`config.mk`:
```
export PLATFORM = sky130hd
export DESIGN_NAME = midi_note_parser
export DESIGN_NICKNAME = d
export VERILOG_FILES = /design/src/rtl/midi_note_parser.sv
export SDC_FILE = /design/constraint.sdc
export NUM_CORES = 1
export LEC_CHECK = 0
export ABC_AREA = 1
export CAP_MARGIN = 25
export CORE_MARGIN = 8
export CORE_UTILIZATION = 58
export DETAILED_ROUTE_END_ITERATION = 16
export GPL_TIMING_DRIVEN = 0
export HOLD_SLACK_MARGIN = 0.06
export PLACE_DENSITY = 0.85
export REMOVE_ABC_BUFFERS = 1
export SYNTH_ARGS = -nofsm -noshare
export SYNTH_HDL_FRONTEND = slang
export SYNTH_SLANG_ARGS = --single-unit
```
`constraint.sdc`:
```
create_clock -name clk_i -period 3.6 [get_ports clk_i]
set_clock_uncertainty 0.05 [all_clocks]
set_input_delay 0.54 -clock clk_i [delete_from_list [all_inputs] [get_ports clk_i]]
set_output_delay 0.54 -clock clk_i [all_outputs]
set_load 0.02 [all_outputs]
```
`src/rtl/midi_note_parser.sv`:
```
// Monophonic MIDI channel-voice parser: Note On / Note Off / All Notes Off
// for one channel (or all channels when OMNI is set). It handles running
// status and discards real-time bytes wherever they appear.
module midi_note_parser #(
  parameter logic [3:0] CHANNEL = 4'd0,
  parameter bit         OMNI    = 1'b0
) (
  input  logic       clk_i,
  input  logic       nrst_i,
  input  logic [7:0] rxData_i,
  input  logic       rxValid_i,
  output logic [7:0] note_o,
  output logic [6:0] velocity_o,
  output logic       gate_o,
  output logic       noteValid_o
);

  typedef enum logic [1:0] {IDLE, DATA1, DATA2} state_t;

  state_t     state;
  logic [7:0] run_stat;
  logic [6:0] d1;

  logic       is_rt, is_sys, is_stat, is_data;
  logic       one_byte, done, chan_ok, changed;
  logic [6:0] key, val;
  logic [7:0] nxt_note;
  logic [6:0] nxt_vel;
  logic       nxt_gate;

  // Classify the incoming byte and work out the message result when this byte completes a message
  always_comb begin
    is_rt    = (rxData_i[7:3] == 5'b11111);
    is_sys   = (rxData_i[7:4] == 4'hF) && !is_rt;
    is_stat  = rxData_i[7] && (rxData_i[7:4] != 4'hF);
    is_data  = !rxData_i[7];
    one_byte = (run_stat[7:4] == 4'hC) || (run_stat[7:4] == 4'hD);
    done     = rxValid_i && is_data &&
               ((state == DATA2) || ((state == DATA1) && one_byte));
    chan_ok  = OMNI || (run_stat[3:0] == CHANNEL);
    // Single-byte messages complete in DATA1, so that byte acts as the first data byte
    key      = (state == DATA2) ? d1 : rxData_i[6:0];
    val      = (state == DATA2) ? rxData_i[6:0] : '0;

    nxt_note = note_o;
    nxt_vel  = velocity_o;
    nxt_gate = gate_o;
    case (run_stat[7:4])
      4'h9: begin
        if (val != '0) begin
          nxt_note = {1'b0, key};
          nxt_vel  = val;
          nxt_gate = 1'b1;
        end else if (key == note_o[6:0]) begin
          nxt_gate = 1'b0;
        end
      end
      4'h8: begin
        if (key == note_o[6:0]) nxt_gate = 1'b0;
      end
      4'hB: begin
        if (key == 7'd123) nxt_gate = 1'b0;
      end
      default: ;
    endcase
    changed = (nxt_note != note_o) || (nxt_vel != velocity_o) || (nxt_gate != gate_o);
  end

  // Parser FSM, running-status register and registered voice outputs
  always_ff @(posedge clk_i or negedge nrst_i) begin
    if (!nrst_i) begin
      state       <= IDLE;
      run_stat    <= '0;
      d1          <= '0;
      note_o      <= '0;
      velocity_o  <= '0;
      gate_o      <= 1'b0;
      noteValid_o <= 1'b0;
    end else begin
      noteValid_o <= 1'b0;
      if (rxValid_i && !is_rt) begin
        if (is_sys) begin
          run_stat <= '0;
          state    <= IDLE;
        end else if (is_stat) begin
          run_stat <= rxData_i;
          state    <= DATA1;
        end else begin
          case (state)
            DATA1: begin
              d1 <= rxData_i[6:0];
              if (!one_byte) state <= DATA2;
            end
            DATA2:   state <= DATA1;
            default: ;
          endcase
        end
      end
      if (done && chan_ok) begin
        note_o      <= nxt_note;
        velocity_o  <= nxt_vel;
        gate_o      <= nxt_gate;
        noteValid_o <= changed;
      end
    end
  end

endmodule

```
==> metrics.log, run 1 <==
INFO  metric run_status = completed
INFO  metric yosysSeqAreaShare = 0.453
INFO  metric pin_count = 28
INFO  metric maximum_vdd_drop = a little over 400 uV
INFO  metric dp_hpwl = approximately 3.2 mm
INFO  metric synthCells = between 200 and 250
INFO  metric detailroute.via_count = about 1700
INFO  metric detailedRoute.firstPassIterationCount = 4
INFO  metric timing.final.setup_violations = 0
INFO  metric ff_latch_count_synth = 34
INFO  metric synth_area_per_cell = 7.86 um^2
INFO  metric yosysWarningCount = 0
INFO  metric netlist-cell-type-count = 27
INFO  metric grt_busiest_layer = met2
INFO  metric setup_tns = 0 ps
INFO  metric worst_hold_path_type = input port to asynchronous set/reset pin
INFO  metric timing.rr.end = velocity_o[5]
INFO  metric area_delta_synth_final = 18.4%
INFO  metric grt.total_usage = 0.176
INFO  metric unrepaired_setup_endpoints_after_global_routing = false
INFO  metric cts-buffers-inserted = 5
INFO  metric detailedRoute.firstIterationViolations = between 150 and 200
INFO  metric row_count = 20
INFO  metric start_util = 0.610
INFO  metric cell_leakage_power = around 1.1 nW
INFO  metric grt_max_degree = 35
INFO  metric clkTransAtPathRegs = around 100 ps
INFO  metric finalCriticalPeriod = 2400 ps
INFO  metric final_layout_size_suffix_gt1_frac = 0.0858
INFO  metric cts_max_path_buffers = 2
INFO  metric synth_area = around 1900 um^2
INFO  metric clk-insertion-delay-late = around 340 ps
INFO  metric critPathKind = register to register
INFO  metric grt.met2_usage = 0.297
INFO  metric power.density = around 590 nW/um^2
INFO  metric postCtsSetupRepairBufs = 0
INFO  metric number_of_global_route_vias_before_repair = 1685
INFO  metric io_buf_count = 27
INFO  metric cts_tree = yes
INFO  metric gp_congestion = approximately 0.92
INFO  metric regToRegStartpoint = state[0]
INFO  metric slew_headroom = 0.512
INFO  metric first_pass_grt_wire_length = about 7.4 mm
INFO  metric timing.max_cap.violations = 0
INFO  metric hold_viol_final = 0
INFO  metric path_max_fanout = 28
INFO  metric antenna-diode-count = 0
INFO  metric cts_resized = 0
INFO  metric met1_usage = 0.213
INFO  metric worst-slew-pin-transition = about 730 ps
INFO  metric die-width = approximately 73 um
INFO  metric die_h = 72.9 um
INFO  metric report.final.slew_viol_count = 0
INFO  metric reg2regPathDepth = 10
INFO  metric clk_root_buf = clkbuf_4
INFO  metric share_of_the_cycle_needed_by_the_critical_path_after_routing = 0.666
INFO  metric cp-start-kind = register
INFO  metric post-route-drc-count = 0
INFO  metric worst-endpoint-arrival = 2600 ps
INFO  metric global_route.overflow_total = 0
INFO  metric clk_sink_count = 34
INFO  metric viasPerCell = between 5 and 6
INFO  metric worst_setup_path_endpoint = velocity_o[5]
INFO  metric grtUsageMet3 = 0.0330
INFO  metric hold_buffers = 0
INFO  metric grt_antenna_before_repair = 0
INFO  metric worst_setup_path_end_kind = register
INFO  metric core = a little over 3000 um^2
INFO  metric die_area = around 5300 um^2
INFO  metric detail-route-antenna-nets = 0
INFO  metric htree_num_levels = 2
INFO  metric worstSetupStartpoint = state[0]
INFO  metric r2r_slack = 1200 ps
INFO  metric fmax = ~420 MHz
INFO  metric critical_path_required = roughly 3800 ps
INFO  metric design.final.nets = around 280
INFO  metric finalWirelength = 4.27 mm
INFO  metric utilization_of_the_core_after_routing = 0.722
INFO  metric route.detailed.wl_per_inst = between 10 and 15 um
-- cells in the mapped netlist (all sizes together) --
library cell | count | area (um^2)
nand2 | 87 | 344
dfrtp | 34 | 851
inv | 24 | 90.1
nor2 | 21 | 97.6
o21ai | 17 | 85.1
a21oi | 12 | 60.1
nand3 | 12 | 60.1
buf | 5 | 56.3
mux2 | 5 | 56.3
nand4 | 5 | 31.3
xor2 | 4 | 35.0
nor3 | 3 | 26.3
a22o | 2 | 17.5
ha | 2 | 25.0
a31oi | 1 | 6.26
and2 | 1 | 6.26
o2111ai | 1 | 8.76
o211ai | 1 | 7.51
o21bai | 1 | 7.51
o22ai | 1 | 6.26
-- power breakdown --
group,leakage (nW),internal (mW),switching [mW]
clock,0.0443,0.162,0.127
sequential,0.407,0.469,0.0603
combinational,0.689,0.192,0.308
-- layout by cell type (no fill, tap or decap), drive strengths merged --
master,instances
nand2,87
and2,1
buf,1
nand4,5
o21ai,17
o22ai,1
nand3,12
a21oi,12
mux2,5
nor2,21
dfrtp,34
o21bai,1
o211ai,1
xor2,4
a31oi,1
a22o,2
o2111ai,1
bufinv,1
nor3,3
inv,24
ha,2
clkbuf,6
clkdlybuf4s50,26
-- state kept, by name (all words and copies together), names as in the netlist --
signal and count:
note_o 8, run_stat 8, d1 7, velocity_o 7
state 2, gate_o 1, noteValid_o 1
-- critical path, stage by stage (launching register included) --
cell     delay (ps)
dfrtp_1         410
inv_1            80
ha_1            560
nand2_1         230
nand2_1         100
nor2_1           50
nand4_1         110
nand2_2         110
nor2_8          320
nor2_1          110
a21oi_1         180
-- how the worst min path moves through the flow --
stage	start	end	slack, ps	cells after the start
after global routing	nrst_i	note_o[3]	270	1
after global placement	run_stat[0]	run_stat[0]	410	2
after CTS	nrst_i	d1[4]	220	1
after detailed placement	run_stat[0]	run_stat[0]	420	2
final	nrst_i	d1[4]	200	1
after floorplan	nrst_i	d1[0]	190	0
-- layout make-up --
cell class              count  area, um^2
multi-input cells         176         881
fillers                   248         855
flip-flops and latches     34         851
repair buffers             27         265
inverters                  24        90.1
well taps                  44        55.1
clock buffers               6        51.3
clock inverters             1        30.0
-- per-stage QoR --
step	instances	hold slack, ps	power (mW)	area (um^2)	setup slack (ps)
floorplan	234	194	0.873	1820	1740
global placement	305	406	1.01	2150	1220
detailed placement	305	419	1.04	2140	1250
CTS	312	223	1.33	2220	1220
global route	312	271	1.41	2220	1010
finish	312	199	1.32	2220	1200
-- cells by family after synthesis --
group,after synthesis,share of synthesized area
fa+ha+maj,2,0.0133
compound gates,36,0.106
flops,34,0.453
simple gates,129,0.301
buf+inv,29,0.0779
mux,5,0.0300
xor+xnor,4,0.0187
-- layer usage --
| metal | wire, um | part of all wire |
|---|---|---|
| met3 | 244 | 0.057 |
| met5 | 0 | 0 |
| met2 | 2080 | 0.49 |
| met4 | 70 | 0.016 |
| met1 | 1880 | 0.44 |
Power figures use the tool's default switching activity.
==> run 2, diff against run 1 <==
- CORE_UTILIZATION: 58 -> 53
- PLACE_DENSITY: 0.85 -> 0.78
- clock period: 3.6 -> 2.3 ns (I/O delays scaled with it)
==> metrics.log, run 2 (synthesis gave the netlist of run 1 again) <==
INFO  metric io_buf_count = 27 (unchanged)
INFO  metric run_status = completed
INFO  metric path_max_fanout = 17 (-39%)
INFO  metric row_count = 21 (+5.0%)
INFO  metric worst-slew-pin-transition = 746 ps (+14.1 ps)
INFO  metric global_route.overflow_total = 0 (unchanged)
INFO  metric utilization_of_the_core_after_routing = 0.664 (-0.0583)
INFO  metric place_worst_setup_slack = 23.8 ps (-1230 ps)
INFO  metric unrepaired_setup_endpoints_after_global_routing = false
INFO  metric cp-start-kind = register
INFO  metric internal_power_consumption = 1.16 mW (+40%)
INFO  metric detailroute.via_count = 1671 (-0.65%)
INFO  metric detailedRoute.firstIterationViolations = 136 (-28%)
INFO  metric reg2regPathDepth = 12 (+2)
INFO  metric power.density = 861 nW/um^2 (+45%)
INFO  metric post-route-drc-count = 0 (unchanged)
INFO  metric setup_tns = 0 ps (unchanged)
INFO  metric power_frac_clock = 0.161 (-0.058)
INFO  metric total_switching_power = 0.767 mW (+55%)
INFO  metric die_area = 5700 um^2 (+7.3%)
INFO  metric clk_sink_count = 34 (unchanged)
INFO  metric worstHoldEndpoint = run_stat[0]
INFO  metric placedInstanceArea = 2140 um^2 (+0.12%)
INFO  metric pin_count = 28 (unchanged)
INFO  metric timing.max_cap.violations = 0 (unchanged)
INFO  metric area_delta_synth_final = 18.9%
INFO  metric hold-path-cell-count = 2
INFO  metric worst_hold_path_type = register to register
INFO  metric number_of_global_route_vias_before_repair = 1644 (-2.4%)
INFO  metric fin_area = 2230 um^2 (+0.45%)
INFO  metric critPathKind = register to register
INFO  metric grt.total_usage = 0.165 (-0.0111)
INFO  metric power.share.sequential = 0.429 (+0.028)
INFO  metric viasPerCell = 5.27 (-2.2%)
INFO  metric worst_slack = 233 ps (-968 ps)
INFO  metric die_h = 75.5 um (+3.6%)
INFO  metric p_total = 1.92 mW (+46%)
INFO  metric swShare = 0.399 (+0.0230)
INFO  metric die-width = 75.5 um (+3.6%)
INFO  metric worst-endpoint-arrival = 2240 ps (-360 ps)
INFO  metric cts_max_path_buffers = 2 (unchanged)
INFO  metric hold_viol_final = 0 (unchanged)
INFO  metric antenna-diode-count = 0 (unchanged)
INFO  metric post_layout_nonfiller_instances = 317 (+1.6%)
INFO  metric htree_num_levels = 2 (unchanged)
INFO  metric timing.rr.end = noteValid_o
INFO  metric design.final.nets = 284 (+1.1%)
INFO  metric finalCriticalPeriod = 2070 ps (-332 ps)
INFO  metric timing.final.setup_violations = 0 (unchanged)
INFO  metric worst_setup_path_end_kind = register
INFO  metric core = 3360 um^2 (+9.3%)
INFO  metric clkTransAtPathRegs = 100 ps (about the same)
INFO  metric dp_hpwl = 3.05 mm (-4.5%)
INFO  metric fmax = 484 MHz (+16%)
INFO  metric comb_power_share = 0.410 (+0.030)
INFO  metric r2r_slack = 230 ps (-970 ps)
INFO  metric gp_congestion = 0.945 (+2.4%)
INFO  metric final_layout_size_suffix_gt1_frac = 0.0886 (+0.00274)
INFO  metric critical_path_required = 2470 ps (-1330 ps)
INFO  metric slew_headroom = 0.503 (-0.00940)
INFO  metric numPlacedInstances = 307 (+0.66%)
INFO  metric finalWirelength = 4.25 mm (-0.49%)
INFO  metric cts_tree = yes
INFO  metric fin_worst_hold_slack = 432 ps (+232 ps)
INFO  metric report.final.slew_viol_count = 0 (unchanged)
INFO  metric first_pass_grt_wire_length = 7.14 mm (-3.0%)
INFO  metric clk-insertion-delay-late = 340 ps (about the same)
INFO  metric route.detailed.wl_per_inst = 13.4 um (-2.1%)
INFO  metric clk_root_buf = clkbuf_4
INFO  metric detailedRoute.firstPassIterationCount = 4 (unchanged)
INFO  metric maximum_vdd_drop = 545 uV (+34%)
INFO  metric cts-buffers-inserted = 5 (unchanged)
INFO  metric timing.hold.worst.start = run_stat[0]
INFO  metric start_util = 0.558 (-0.0518)
INFO  metric layout_common_cells = nand2_1 (82), dfrtp_1 (34), clkdlybuf4s50_1 (26)
INFO  metric reg.largest.list = note_o x8, run_stat x8
INFO  metric regToRegStartpoint = state[0]
INFO  metric share_of_the_cycle_needed_by_the_critical_path_after_routing = 0.899 (+0.232)
INFO  metric detail-route-antenna-nets = 0 (unchanged)
INFO  metric final_common_cell = nand2_1
INFO  metric cell_leakage_power = 1.13 nW (-0.68%)
INFO  metric num-fill-cells = 333 (+34%)
INFO  metric grt_max_degree = 35 (unchanged)
INFO  metric grt_antenna_before_repair = 0 (unchanged)
==> run 2: changes by cell type in the layout (fill, tap and decap cells not counted) <==
| cell | change |
|---|---|
| clkbuf_1 | +2 |
| buf_12 | +1 |
| bufinv_16 | -1 |
| clkbuf_8 | -1 |
| dlygate4sd3_1 | +1 |
| ha_1 | -1 |
| ha_2 | +1 |
| nor2_4 | +1 |
==> run 2: final cells by class <==
class                           instances  area [um^2]  area share
Multi-Input combinational cell        177          895       0.401
Clock buffer                            7         45.0      0.0202
Tap cell                               46         57.6      0.0258
Inverter                               24         90.1      0.0403
Sequential cell                        34          851       0.381
Timing Repair Buffer                   29          295       0.132
==> run 2: worst max path at each step <==
stage,from,endpoint,cells past startpoint
final,state[0],noteValid_o,12
after global routing,state[0],noteValid_o,12
after CTS,state[0],noteValid_o,12
after detailed placement,state[0],noteValid_o,12
after global placement,state[0],noteValid_o,12
after floorplan,state[0],note_o[1],10
==> run 2: layer usage <==
layer  part of all wire  vias to the layer above  wire length [um]  track usage
li1                   -                      839                 -            -
met1               0.46                      770              1970        0.202
met2               0.46                       55              1940        0.266
met3              0.069                        7               293       0.0382
met4              0.012                        0                50       0.0832
met5                  0                        -                 0            0
==> run 2: power groups by stage <==
stage	clock (mW)	sequential, mW	combinational, mW
5_1_grt	0.340	0.848	0.892
2_1_floorplan	0	0.868	0.498
6_report	0.310	0.824	0.788
3_5_place_dp	0	0.834	0.778
4_1_cts	0.319	0.821	0.782
3_3_place_gp	0	0.828	0.760
==> run 2: what timing repair did <==
item,CTS,global route
resized for setup,0,1
endpoints found under the setup margin,0,17
hold endpoints to repair,34,0
hold buffers,1,0
setup buffers,0,1
==> run 2: critical path: stages, from the launching register on <==
cell     delay [ps]
dfrtp_1         390
inv_1            80
ha_2            400
inv_2           180
nand2_2         100
nand2_1          80
xor2_1          160
nor2_1          100
nand2_1          80
inv_1            60
nand2_1          50
a21oi_1         140
nand2_1          70
